<file path="src/rtl/demux_1to3_stream.sv">
// rtl/demux_1to3_stream.sv - 1-to-3 stream demultiplexer with 2-entry output FIFOs and per-output counters
module demux_1to3_stream #(
    parameter int WIDTH = 8
) (
    input  logic             clk,
    input  logic             rst,
    input  logic [WIDTH-1:0] in_data,
    input  logic             in_valid,
    output logic             in_ready,
    input  logic             s0,
    input  logic             s1,
    output logic [WIDTH-1:0] out0_data,
    output logic             out0_valid,
    input  logic             out0_ready,
    output logic [WIDTH-1:0] out1_data,
    output logic             out1_valid,
    input  logic             out1_ready,
    output logic [WIDTH-1:0] out2_data,
    output logic             out2_valid,
    input  logic             out2_ready,
    output logic [7:0]       cnt0,
    output logic [7:0]       cnt1,
    output logic [7:0]       cnt2
);

    typedef enum logic [1:0] {
        OCC_EMPTY = 2'd0,
        OCC_ONE   = 2'd1,
        OCC_FULL  = 2'd2
    } occ_t;

    // Per-output FIFO: slot0 is always the head, slot1 the second entry.
    occ_t             occ_q   [3];
    occ_t             occ_d   [3];
    logic [WIDTH-1:0] slot0_q [3];
    logic [WIDTH-1:0] slot0_d [3];
    logic [WIDTH-1:0] slot1_q [3];
    logic [WIDTH-1:0] slot1_d [3];
    logic [7:0]       cnt_q   [3];
    logic [7:0]       cnt_d   [3];

    logic [1:0] sel;
    logic [2:0] out_ready;
    logic [2:0] wr;
    logic [2:0] pop;

    assign out_ready = {out2_ready, out1_ready, out0_ready};

    // Decode route code and decide whether the addressed FIFO has room.
    always_comb begin
        sel = 2'd0;
        if (s0) begin
            sel = s1 ? 2'd2 : 2'd1;
        end
        in_ready = 1'b0;
        if (!rst) begin
            case (sel)
                2'd0:    in_ready = (occ_q[0] != OCC_FULL);
                2'd1:    in_ready = (occ_q[1] != OCC_FULL);
                2'd2:    in_ready = (occ_q[2] != OCC_FULL);
                default: in_ready = 1'b0;
            endcase
        end
    end

    // Next-state for each FIFO: occupancy, storage shift and accept counter.
    always_comb begin
        for (int i = 0; i < 3; i++) begin
            wr[i]      = in_valid && in_ready && (sel == 2'(i));
            pop[i]     = !rst && (occ_q[i] != OCC_EMPTY) && out_ready[i];
            occ_d[i]   = occ_q[i];
            slot0_d[i] = slot0_q[i];
            slot1_d[i] = slot1_q[i];
            cnt_d[i]   = cnt_q[i];
            case (occ_q[i])
                OCC_EMPTY: begin
                    if (wr[i]) begin
                        slot0_d[i] = in_data;
                        occ_d[i]   = OCC_ONE;
                    end
                end
                OCC_ONE: begin
                    if (wr[i] && pop[i]) begin
                        // Old head leaves, new word takes its place.
                        slot0_d[i] = in_data;
                    end else if (wr[i]) begin
                        slot1_d[i] = in_data;
                        occ_d[i]   = OCC_FULL;
                    end else if (pop[i]) begin
                        occ_d[i]   = OCC_EMPTY;
                    end
                end
                OCC_FULL: begin
                    // Writes are never granted while full, even on a pop.
                    if (pop[i]) begin
                        slot0_d[i] = slot1_q[i];
                        occ_d[i]   = OCC_ONE;
                    end
                end
                default: begin
                    occ_d[i] = OCC_EMPTY;
                end
            endcase
            if (wr[i]) begin
                cnt_d[i] = cnt_q[i] + 8'd1;
            end
        end
    end

    // State registers; reset clears everything immediately.
    always_ff @(posedge clk or posedge rst) begin
        if (rst) begin
            for (int i = 0; i < 3; i++) begin
                occ_q[i]   <= OCC_EMPTY;
                slot0_q[i] <= '0;
                slot1_q[i] <= '0;
                cnt_q[i]   <= 8'd0;
            end
        end else begin
            for (int i = 0; i < 3; i++) begin
                occ_q[i]   <= occ_d[i];
                slot0_q[i] <= slot0_d[i];
                slot1_q[i] <= slot1_d[i];
                cnt_q[i]   <= cnt_d[i];
            end
        end
    end

    // Output views: head word while valid, zero otherwise.
    always_comb begin
        out0_valid = (occ_q[0] != OCC_EMPTY);
        out1_valid = (occ_q[1] != OCC_EMPTY);
        out2_valid = (occ_q[2] != OCC_EMPTY);
        out0_data  = out0_valid ? slot0_q[0] : '0;
        out1_data  = out1_valid ? slot0_q[1] : '0;
        out2_data  = out2_valid ? slot0_q[2] : '0;
        cnt0       = cnt_q[0];
        cnt1       = cnt_q[1];
        cnt2       = cnt_q[2];
    end

endmodule

</file>
<file path="config.mk">
export PLATFORM = sky130hd
export DESIGN_NAME = demux_1to3_stream
export DESIGN_NICKNAME = d
export VERILOG_FILES = /design/src/rtl/demux_1to3_stream.sv
export SDC_FILE = /design/constraint.sdc
export NUM_CORES = 1
export LEC_CHECK = 0
export ABC_CLOCK_PERIOD_IN_PS = 5300
export CORE_MARGIN = 2
export CORE_UTILIZATION = 40
export CTS_CLUSTER_DIAMETER = 200
export DETAILED_ROUTE_END_ITERATION = 10
export PLACE_DENSITY = 0.64
export SKIP_LAST_GASP = 1
export SLEW_MARGIN = 20
export SYNTH_ARGS = -nofsm -noshare
export SYNTH_HDL_FRONTEND = slang
export SYNTH_SLANG_ARGS = --single-unit
</file>
<file path="constraint.sdc">
create_clock -name clk -period 5.3 [get_ports clk]
set_input_delay 1.06 -clock clk [delete_from_list [all_inputs] [get_ports clk]]
set_output_delay 1.06 -clock clk [all_outputs]
set_load 0.01 [all_outputs]
</file>
==> results of run 1 <==
[metal layers]
| layer | GRT usage (%) | vias up | wire length (microns) |
|---|---|---|---|
| li1 | - | 1223 | - |
| met1 | 23.5 | 1244 | 3780 |
| met2 | 23.4 | 68 | 3350 |
| met3 | 3.94 | 9 | 340 |
| met4 | 5.37 | 0 | 102 |
| met5 | 0 | - | 0 |
[worst max-delay path, cell delays in order]
cell	delay, ps
clkdlybuf4s50_1	500
nor2_1	140
a21oi_1	50
a211oi_1	260
clkdlybuf4s50_1	580
[Yosys cell counts, types with 2 or more instances]
cell / number / share of area (%)
dfrtp_1: 78 / 54
inv_1: 9 / 0.93
mux2_2: 27 / 8.4
o21ai_2: 2 / 0.48
nand3_1: 4 / 0.55
nor2_1: 13 / 1.3
nor2b_1: 28 / 4.8
a21oi_1: 4 / 0.55
clkbuf_1: 7 / 0.72
or3_1: 24 / 4.1
nand2b_1: 7 / 1.2
o22ai_1: 2 / 0.34
nand4_1: 7 / 1.2
ha_1: 3 / 1.0
o221a_2: 24 / 7.4
xnor2_1: 18 / 4.3
and3_1: 2 / 0.34
xor2_1: 5 / 1.2
nand2_1: 12 / 1.2
[where the power goes]
group / switching (W) / internal, W / total, W
Combinational: 0.000198 / 0.000333 / 0.000531
Clock: 0.000216 / 0.000265 / 0.000481
Sequential: 0.000119 / 0.000758 / 0.000877
Total: 0.000533 / 0.00136 / 0.00189
[flip-flops by register name, summed over array words and instances, names as in the netlist]
name,count
slot0_q,24
cnt0,8
cnt2,8
occ_q,6
cnt1,8
slot1_q,24
[kinds of logic after synthesis]
| logic type | after synthesis | share of synthesized area (%) |
|---|---|---|
| DFF | 78 | 53.6 |
| adders and majority gates | 3 | 1.03 |
| xor gates and xnor gates | 23 | 5.53 |
| buffers and inverters | 18 | 2.10 |
| and+or+nand+nor | 111 | 18.9 |
| AOI/OAI and AO/OA | 39 | 10.1 |
| muxes | 28 | 8.63 |
[final timing paths]
check / to / slack [ps]
setup / recovery: in_ready / 1650
hold / removal: cnt0[7] / 470
setup reg to reg: cnt2[1] / 3400
hold reg to reg: cnt0[7] / 470
max in group asynchronous: cnt1[4] / 2850
min in group asynchronous: cnt2[7] / 1390
[cell type report]
| class | instances | share of cell area (%) |
|---|---|---|
| timing repair buffer | 69 | 14.8 |
| clock inverter | 6 | 1.86 |
| multi-input combinational | 204 | 34.8 |
| inverter | 9 | 0.729 |
| clock buffer | 10 | 2.76 |
| tap | 108 | 2.92 |
| sequential | 78 | 42.1 |
[per-stage QoR]
| step | area (sq um) | total power, W | setup WS (ps) |
|---|---|---|---|
| 2_1_floorplan | 3640 | 0.00116 | 1130 |
| 3_3_place_gp | 4420 | 0.00141 | 1680 |
| 3_5_place_dp | 4420 | 0.00143 | 1690 |
| 4_1_cts | 4630 | 0.00191 | 1660 |
| 5_1_grt | 4630 | 0.00200 | 1540 |
| 6_report | 4630 | 0.00189 | 1650 |
==> impl_metrics.toml, run 1 <==
[final_layout]
final-seq-area_sq_mm = 0.00195
layout_common_cells = "dfrtp_1 (78), clkdlybuf4s50_1 (67), nor2b_1 (28), mux2_2 (27)"
drive_gt1_share_pct = 21.3
fillers = 795
mostFrequentLayoutCell = "dfrtp_1"
final-instance-count-excl-fill = 484
n_antenna_cell = 0
multiInputGateArea_sq_mm = 0.00161
layout.nets = 390
area_delta_synth_final_pct = 27.3
fin_util_pct = 52.9

[synth]
avgSynthCellArea_sq_um = 12.1
ys_types = 43
synth_ff_type = "dfrtp_1"
syn_nets = 319
yosysSeqAreaShare_pct = 53.6
yosys_warnings = 0
syn_area_sq_mm = 0.00364
synth-edff-count = 0
postSynth.asyncResetShare_pct = 100
syn_inst = 300
yosys_register_bits = 78

[route]
drc = 0
final_antenna_net_count = 0
vias = 2544
avgRoutedWirePerCell_microns = 15.6
routed_wirelength_microns = 7570
firstDrtPassIters = 4
drtIter0Drc = 161
viasPerCell = 5.26

[sta]
hold_viol_final = 0
setup_tns_ps = 0
slew_violations = 0
fmax_mhz = 274
grt_setup_unrepaired = "no"
post-route-period-util_pct = 68.8
finClkSkew_ps = 8.37
tightest_slew_ps = 690
min_period_ps = 3650
finalSetupViolations = 0
relSlewSlack_pct = 53.7
hold_ws_ps = 466

[floorplan]
die-area_sq_mm = 0.00988
initial_core_util_pct = 41.5
fp.dieW_microns = 99.4
row_count = 34
ios = 68
core_sq_mm = 0.00876
die_y_microns = 99.4

[place]
gp_congestion = 0.719
port_buffers = 67
placed_cells = 468
hpwl_microns = 5290

[setup_path]
cp-end-kind = "output port"
worst-path-max-fanout = 4
crit_path_start_kind = "primary input"
crit_type = "primary input to output port"
reg2reg_depth = 3
crit_arrival_ps = 2590
rr_startpoint = "occ_q[0]"
cp.required_ps = 4240
cp-startpoint = "s1"

[grt]
overflow = 0
grtUsageTotal_pct = 16.0
antenna_found_initial = 0
grt_max_degree = 52
grt_pass1_wl_microns = 12400
grt_pass1_vias = 2393

[cts]
insertion_delay_ps = 350
postCtsSetupBuffers = 0
cts_root_buf = "clkbuf_8"
cts_max_level = 3
clock_sink_count = 78
clockBufferDepth = 2
postCtsHoldBufs = 0
clkSlewWorstSetupHoldPaths_ps = 80
cts_tree = "built"
cts_resized = 0
cts_buffers = 9

[hold_path]
min_from = "cnt0[7]"
hold_path.class = "flop to flop"
hold_depth = 1

[run]
maxCapViolations = 0

[power_and_ir_drop]
ir_drop_v = 0.000229
p_leak_nw = 1.92
powerDensity_mw_per_mm2 = 408

[run_status]
status = "complete, no violations"
Note: power is estimated with default switching activity, not from simulation.
==> inputs of run 2 (changes only) <==
--- a/config.mk
+++ b/config.mk
@@ -5,12 +5,12 @@
 export SDC_FILE = /design/constraint.sdc
 export NUM_CORES = 1
 export LEC_CHECK = 0
-export ABC_CLOCK_PERIOD_IN_PS = 5300
+export ABC_CLOCK_PERIOD_IN_PS = 3330
 export CORE_MARGIN = 2
 export CORE_UTILIZATION = 40
 export CTS_CLUSTER_DIAMETER = 200
 export DETAILED_ROUTE_END_ITERATION = 10
-export PLACE_DENSITY = 0.64
+export PLACE_DENSITY = 0.66
 export SKIP_LAST_GASP = 1
 export SLEW_MARGIN = 20
 export SYNTH_ARGS = -nofsm -noshare
==> constraint.sdc (replaced) <==
create_clock -name clk -period 3.33 [get_ports clk]
set_input_delay 0.666 -clock clk [delete_from_list [all_inputs] [get_ports clk]]
set_output_delay 0.666 -clock clk [all_outputs]
set_load 0.01 [all_outputs]
==> impl_metrics.toml, run 2 (same netlist as run 1, synthesis figures left out) <==
[run_status]
status = "complete, no violations"

[grt]
grt_util_met1_pct = 23.4
overflow = 0
gr-max-usage-layer = "met2"
grtUsageTotal_pct = 16.7
grt_pass1_vias = 2511
grt_use_met2_pct = 26.1
antenna_found_initial = 0
grt_max_degree = 33
grt_pass1_wl_microns = 13000
grt_use_met3_pct = 4.22

[final_layout]
layout.nets = 393
reg_top3 = "slot0_q x24, slot1_q x24"
fillers = 805
multiInputGateArea_sq_mm = 0.00161
layout_common_cells = "dfrtp_1 (78), clkdlybuf4s50_1 (67), nor2b_1 (28), mux2_2 (27)"
area_delta_synth_final_pct = 26.4
final-instance-count-excl-fill = 486
n_antenna_cell = 0
mostFrequentLayoutCell = "dfrtp_1"
final-seq-area_sq_mm = 0.00195
drive_gt1_share_pct = 21.7

[route]
viasPerCell = 5.24
routed_wirelength_microns = 7700
vias = 2547
firstDrtPassIters = 4
drtIter0Drc = 93
avgRoutedWirePerCell_microns = 15.8
final_antenna_net_count = 0
drc = 0

[floorplan]
die_y_microns = 99.4
fp.dieW_microns = 99.4
die-area_sq_mm = 0.00988
core_sq_mm = 0.00876
ios = 68
row_count = 34
initial_core_util_pct = 41.5

[cts]
clkSlewWorstSetupHoldPaths_ps = 80
cts_buffers = 9
postCtsHoldBufs = 0
insertion_delay_ps = 340
clock_sink_count = 78
cts_max_level = 3
cts_root_buf = "clkbuf_8"
postCtsSetupBuffers = 0
cts_tree = "built"
clockBufferDepth = 2
cts_resized = 0

[hold_path]
hold_path.class = "flop to flop"
hold_depth = 1

[place]
placed_cells = 471
gp_congestion = 0.723
port_buffers = 67
hpwl_microns = 5520

[power_and_ir_drop]
comb_power_share_pct = 30.1
clock_power_share_pct = 20.8
switching_power_w = 0.000831
p_leak_nw = 1.91
p_int_w = 0.00200
powerDensity_mw_per_mm2 = 616
ir_drop_v = 0.000293
seq_power_share_pct = 49.1
switching_share_pct = 29.3

[setup_path]
cp.required_ps = 2660
cp-end-kind = "output port"
crit_arrival_ps = 2200
crit_path_start_kind = "primary input"
reg2reg_depth = 3
worst-path-max-fanout = 4
crit_type = "primary input to output port"

[sta]
fmax_mhz = 349
relSlewSlack_pct = 57.2
setup_tns_ps = 0
finalSetupViolations = 0
slew_violations = 0
post-route-period-util_pct = 86.1
hold_viol_final = 0
tightest_slew_ps = 639
min_period_ps = 2870
finClkSkew_ps = 13.1
hold_ws_ps = 472
grt_setup_unrepaired = "no"

[run]
maxCapViolations = 0
## run 2: stage by stage
step	util [%]	power [W]	instance area, sq um	worst slack, ps
after detailed placement	50.7	0.00228	4440	466
after global routing	52.5	0.00303	4600	327
final	52.5	0.00283	4600	463
after floorplan	-	0.00185	3640	267
after global placement	50.7	0.00225	4440	499
after CTS	52.5	0.00288	4600	460
## run 2: cell type report
type	instances	area share [%]
clock buffer	10	2.77
sequential	78	42.4
clock inverter	5	0.598
tap	108	2.94
timing repair buffer	72	15.4
multi-input combinational	204	35.0
inverter	9	0.816
## run 2: final timing paths
| check | startpoint | end | slack [ps] |
|---|---|---|---|
| max in group asynchronous | rst | slot1_q[8] | 1900 |
| min in group asynchronous | rst | cnt2[6] | 1070 |
| hold reg to reg | cnt0[7] | cnt0[7] | 470 |
| setup / recovery | s1 | in_ready | 460 |
| setup reg to reg | occ_q[0] | cnt2[1] | 1390 |
| hold / removal | cnt0[7] | cnt0[7] | 470 |
## run 2: worst max-delay path, cell delays in order
cell	delay, ps
clkdlybuf4s50_1	490
nor2_1	140
a21oi_1	50
a211oi_1	270
clkdlybuf4s50_1	580
## run 2: power by group through the flow
stage | combinational (W) | clock, W | sequential [W]
final | 0.000852 | 0.000590 | 0.00139
after detailed placement | 0.000867 | 0 | 0.00141
after global placement | 0.000846 | 0 | 0.00141
after CTS | 0.000868 | 0.000616 | 0.00139
after floorplan | 0.000462 | 0 | 0.00139
after global routing | 0.000937 | 0.000662 | 0.00143
## run 2: routing by layer
| metal | routed length [microns] | up-vias |
|---|---|---|
| met4 | 96 | 0 |
| met3 | 344 | 9 |
| met2 | 3630 | 52 |
| li1 | - | 1234 |
| met5 | 0 | - |
| met1 | 3620 | 1252 |
